--- config.mk ---
export PLATFORM = sky130hd
export DESIGN_NAME = shake_length_tracker
export DESIGN_NICKNAME = d
export VERILOG_FILES = /design/src/rtl/shake_length_tracker.sv
export SDC_FILE = /design/constraint.sdc
export NUM_CORES = 1
export LEC_CHECK = 0
export BUFFER_PORTS_ARGS = -buffer_cell sky130_fd_sc_hd__clkbuf_2
export CORE_MARGIN = 5
export CORE_UTILIZATION = 30
export DETAILED_ROUTE_END_ITERATION = 10
export GPL_TIMING_DRIVEN = 1
export PLACE_DENSITY = 0.52
export SLEW_MARGIN = 25
export SYNTH_ARGS = -nofsm -noshare
export SYNTH_HDL_FRONTEND = slang
export SYNTH_SLANG_ARGS = --single-unit
--- constraint.sdc ---
create_clock -name clk -period 7.2 [get_ports clk]
set_input_delay 0.36 -clock clk [delete_from_list [all_inputs] [get_ports clk]]
set_output_delay 0.36 -clock clk [all_outputs]
set_load 0.01 [all_outputs]
--- src/rtl/shake_length_tracker.sv ---
// SHAKE absorb-path message-length tracker: per-word valid bits, block position,
// last-word/last-block status and padding-block insertion for two selectable rates.
// Optional abort input: define SHAKE_LEN_ABORT_EN.
module shake_length_tracker #(
  parameter int WIDTH = 32,
  parameter int W     = 64,
  parameter int RATE0 = 1344,
  parameter int RATE1 = 1088,
  localparam int WPB0    = RATE0 / W,
  localparam int WPB1    = RATE1 / W,
  localparam int WPB_MAX = (WPB0 > WPB1) ? WPB0 : WPB1,
  localparam int IDX_W   = $clog2(WPB_MAX),
  localparam int VB_W    = $clog2(W + 1)
) (
  input  logic             clk,
  input  logic             rst,
  input  logic             len_valid,
  output logic             len_ready,
  input  logic [WIDTH-1:0] len_in,
  input  logic             mode,
  input  logic             step,
`ifdef SHAKE_LEN_ABORT_EN
  input  logic             abort,
`endif
  output logic [WIDTH-1:0] remaining,
  output logic [IDX_W-1:0] word_idx,
  output logic [VB_W-1:0]  valid_bits,
  output logic             last_word,
  output logic             last_block,
  output logic             block_end,
  output logic             pad_block,
  output logic             busy,
  output logic             done
);

  if ((RATE0 % W) != 0 || (RATE1 % W) != 0) begin : g_rate_chk
    $error("shake_length_tracker: RATE0/RATE1 must be multiples of W");
  end

  typedef enum logic [1:0] {IDLE, COUNT, PAD, DONE} state_t;

  state_t           state_q, state_n;
  logic [WIDTH-1:0] rem_q, rem_n;
  logic [IDX_W-1:0] idx_q, idx_n;
  logic             mode_q, mode_n;

  logic [IDX_W-1:0] last_idx;
  logic [WIDTH:0]   words_left, bits_left;
  logic             c_last_word, c_last_block, c_block_end, c_extra;
  logic [VB_W-1:0]  c_vb;

  assign last_idx   = mode_q ? IDX_W'(WPB1 - 1) : IDX_W'(WPB0 - 1);
  // Free space in the rest of the block; one extra bit so the product never wraps.
  assign words_left = (WIDTH+1)'(mode_q ? WPB1 : WPB0) - (WIDTH+1)'(idx_q);
  assign bits_left  = words_left * (WIDTH+1)'(W);

  assign c_last_word  = rem_q <= WIDTH'(W);
  assign c_vb         = c_last_word ? VB_W'(rem_q) : VB_W'(W);
  assign c_last_block = {1'b0, rem_q} <= (bits_left - (WIDTH+1)'(8));
  assign c_block_end  = idx_q == last_idx;
  // Final word fills the block past its last free byte: padding spills into a new block.
  assign c_extra      = c_last_word && c_block_end && (c_vb > VB_W'(W - 8));

  always_ff @(posedge clk or posedge rst) begin
    if (rst) begin
      state_q <= IDLE;
      rem_q   <= '1;
      idx_q   <= '0;
      mode_q  <= 1'b0;
    end else begin
      state_q <= state_n;
      rem_q   <= rem_n;
      idx_q   <= idx_n;
      mode_q  <= mode_n;
    end
  end

  always_comb begin
    state_n = state_q;
    rem_n   = rem_q;
    idx_n   = idx_q;
    mode_n  = mode_q;
    case (state_q)
      IDLE: if (len_valid) begin
        rem_n   = len_in;
        mode_n  = mode;
        idx_n   = '0;
        state_n = COUNT;
      end
      COUNT: if (step) begin
        rem_n = rem_q - WIDTH'(c_vb);
        idx_n = c_block_end ? '0 : idx_q + IDX_W'(1);
        if (c_last_word) state_n = c_extra ? PAD : DONE;
      end
      PAD: if (step) begin
        idx_n = c_block_end ? '0 : idx_q + IDX_W'(1);
        if (c_block_end) state_n = DONE;
      end
      DONE:    state_n = IDLE;
      default: state_n = IDLE;
    endcase
`ifdef SHAKE_LEN_ABORT_EN
    if (abort) begin
      state_n = IDLE;
      rem_n   = '1;
    end
`endif
  end

  always_comb begin
    len_ready  = state_q == IDLE;
    busy       = state_q != IDLE;
    done       = state_q == DONE;
    remaining  = rem_q;
    word_idx   = idx_q;
    valid_bits = '0;
    last_word  = 1'b0;
    last_block = 1'b0;
    block_end  = 1'b0;
    pad_block  = 1'b0;
    case (state_q)
      COUNT: begin
        valid_bits = c_vb;
        last_word  = c_last_word;
        last_block = c_last_block;
        block_end  = c_block_end;
      end
      PAD: begin
        remaining  = '0;
        last_block = 1'b1;
        block_end  = c_block_end;
        pad_block  = 1'b1;
      end
      default: ;
    endcase
  end

endmodule

==> flow_summary.yaml <==
synthesis:
  syn_area_per_cell_um2: 8.087
  syn_nets: 529
  synthesis.instances: 460
  yosys.area.top_type: "dfstp_2"
  yosysWarnings: 0
  synth_edf_count: 0
  synth_seq_cells: 40
  synth_area_leaders: "dfstp_2 23%, ha_1 10%, nor2b_1 5.9%, dfrtp_1 5.4%, o21ai_0 4.8%"
  yosysUniqueCellTypes: 57
  ys_seq_area_share_pct: 27.99
  ys.flop_type: "dfstp_2"
  synthArstFlopShare_pct: 100.0
  synth_top_area_share_pct: 22.60
  syn_area_mm2: 0.003720
place:
  dp_hpwl_mm: 9.408
  dp_worst_setup_slack_ns: 2.958
  portBuffers: 87
  place_congestion: 0.8240
global_routing:
  grt_pass1_wl_mm: 20.53
  grt_max_degree: 41
  grt_pass1_vias: 3854
  grt_overflow: 0
  antenna_found_initial: 0
  grt.total_usage_pct: 17.22
sta:
  hold_ws_ns: 0.1864
  skew_ns: 0.01012
  fmax_ghz: 0.2162
  layout_setup_ws_ns: 2.575
  rsz0062_at_grt: "no"
  worstMarginPinSlew_ns: 0.9232
  max-slew-margin-rel_pct: 38.45
  hold_viol_final: 0
  period_minus_slack_ns: 4.625
  setup_viol: 0
  fin_crit_sh_pct: 64.24
  maxSlewViolCount: 0
  setup_tns_ns: 0
critical_path:
  critPathMaxFanout: 14
  start_kind: "flop"
  critical_path_buf_inv_count: 3
  path_cells: "inv_1, fa_1, nand2b_1, a21oi_1, o21ai_0, nand2_1, inv_1, ha_1, a211o_1, a211o_1, a211o_1, a21oi_1, o211ai_1, o211ai_1, clkbuf_2"
  cp.arrival_ns: 4.27
  cp_top_family: "compound AO/OA/AOI/OAI gates"
  critPathCaptureType: "output port"
  cp_slowest_cell: "fa_1"
  cp_common_cell: "a211o_1"
  worstReg2RegEnd: "rem_q[28]$_DFFE_PP1P_"
  required_ns: 6.84
  cp_num_cells: 15
  rrSetupSlack_ns: 3.70
  slowest_delay_ns: 0.63
  reg2reg_from: "rem_q[7]$_DFFE_PP1P_"
  worst-setup-path-type: "flop to output port"
  ff2ff_path_depth: 11
die:
  rows: 40
  pin_count: 88
  design.core.area_mm2: 0.01206
  die_x_um: 121.4
  dieArea_mm2: 0.01473
  die_h_um: 121.4
  floorplan.initialDensity_pct: 30.84
layout:
  n_antenna_cell: 0
  fin_nets: 602
  syn_to_final_growth_pct: 19.48
  fillCellCount: 1258
  drive_gt1_share_pct: 26.45
cts:
  cts.sinks: 40
  worst_skew_pair.late_latency_ns: 0.29
  htreeDepth: 2
  cts.repair.resized: 0
  cts_root_buf: "clkbuf_16"
  cts_setup_buffers: 0
  cts_hold_buf: 0
  numCtsBuffers: 5
  clockBufferDepth: 2
  clkSlewWorstSetupHoldPaths_ns: 0.06
  cts_tree: "done"
power:
  p_total_mw: 2.199
  power_density_mw_per_mm2: 494.9
  leakage_nw: 1.887
  peakVddDrop_v: 0.0001681
drt:
  routed_via_density: 5.505
  ant_nets: 0
  vias: 3859
  first_iter_violations: 202
  drt_first_pass_iters: 5
  routed_wl_mm: 12.88
  drc: 0
  wl_per_cell_um: 18.38
outcome:
  status: "finished clean"
job:
  cap_violations: 0
worst_hold_path:
  hold_path_class: "input pin to asynchronous set/reset pin"
registers in the layout, summed over array words and instances, names as in the netlist:
name,cells
word_idx,5
state_q,2
rem_q,32
mode_q,1
report_power, final:
group / switching, mW / internal (mW) / leakage [nW]
Clock: 0.0988 / 0.126 / 0.0657
Combinational: 0.797 / 0.566 / 1.39
Sequential: 0.217 / 0.394 / 0.435
through the flow:
| stage | utilization, % | cells | cell area [um^2] |
|---|---|---|---|
| global placement | 35.71 | 694 | 4307 |
| finish | 36.85 | 701 | 4444 |
| detailed placement | 35.71 | 694 | 4307 |
| global route | 36.85 | 701 | 4444 |
| CTS | 36.85 | 701 | 4444 |
| floorplan | - | 460 | 3720 |
routing by layer:
metal / GRT usage [%] / up-vias / part of all wire (%)
met5: 0 / - / 0
met2: 28.08 / 108 / 47
met4: 3.081 / 0 / 1.1
met3: 2.378 / 12 / 4.3
met1: 24.45 / 1891 / 48
li1: - / 1848 / -
cell usage in the layout, fill, tap and decap left out, types with 7 or more instances in the layout:
cell      count
nand3_1      13
nor2_1       33
ha_1         31
xnor2_1       7
nand4_1       8
nor4_1        9
a221o_1       7
nand2_1      37
o21ai_0      36
and3_1       10
dfstp_2      32
nor3_1       17
o31ai_1       7
or3_1        11
a21oi_1      21
inv_1        20
clkbuf_2     87
dfrtp_1       8
nor2b_1      35
cells in the mapped netlist (all sizes together), types with 4 or more instances:
cell / count
nand2: 37
o21ai: 36
nor2b: 35
nor2: 33
dfstp: 32
ha: 31
clkbuf: 24
a21oi: 21
inv: 20
nor3: 18
nand3: 13
nor4: 13
or3: 11
and3: 10
dfrtp: 8
nand4: 8
a221o: 7
o31ai: 7
or4: 7
xnor2: 7
a211o: 6
a21o: 6
a31oi: 6
a22oi: 5
o211ai: 5
o22ai: 5
o311ai: 5
mux2i: 4
nand2b: 4
nand4b: 4
layout make-up:
cell class / instances / area (um^2) / share of cell area (%)
Sequential cell: 40 / 1041 / 23.42
Inverter: 20 / 75.07 / 1.689
Multi-Input combinational cell: 373 / 2500 / 56.25
Clock inverter: 2 / 12.51 / 0.2815
Tap cell: 168 / 210.2 / 4.730
Timing Repair Buffer: 93 / 480.5 / 10.81
Clock buffer: 5 / 125.1 / 2.815
worst register-to-register path: cells and delay by family, from the launching register on:
family | cells | cell delay (ns)
AO/OA/AOI/OAI | 3 | 0.77
adder cells (fa/ha/maj) | 1 | 0.31
flip-flops | 1 | 0.64
AND/OR/NAND/NOR | 7 | 1.68
cells by family after synthesis:
| group | count (synthesis) | synth area share (%) |
|---|---|---|
| multiplexers | 5 | 1.379 |
| AND/OR/NAND/NOR | 199 | 29.77 |
| other | 1 | 0.1008 |
| XOR/XNOR | 8 | 1.884 |
| buffers and inverters | 47 | 4.810 |
| adder cells (fa/ha/maj) | 32 | 10.97 |
| AO/OA/AOI/OAI | 128 | 23.11 |
| flip-flops | 40 | 27.99 |
how the worst max path moves through the flow:
| stage | to | slack (ns) | from |
|---|---|---|---|
| floorplan | last_block | 3.36 | word_idx[1]$_DFFE_PP0P_ |
| global placement | last_block | 3.09 | word_idx[1]$_DFFE_PP0P_ |
| detailed placement | last_block | 2.96 | word_idx[1]$_DFFE_PP0P_ |
| CTS | last_block | 2.63 | word_idx[1]$_DFFE_PP0P_ |
| global route | last_block | 2.30 | word_idx[1]$_DFFE_PP0P_ |
| finish | last_block | 2.57 | word_idx[1]$_DFFE_PP0P_ |
No activity file was read; power rests on OpenSTA's default activity.
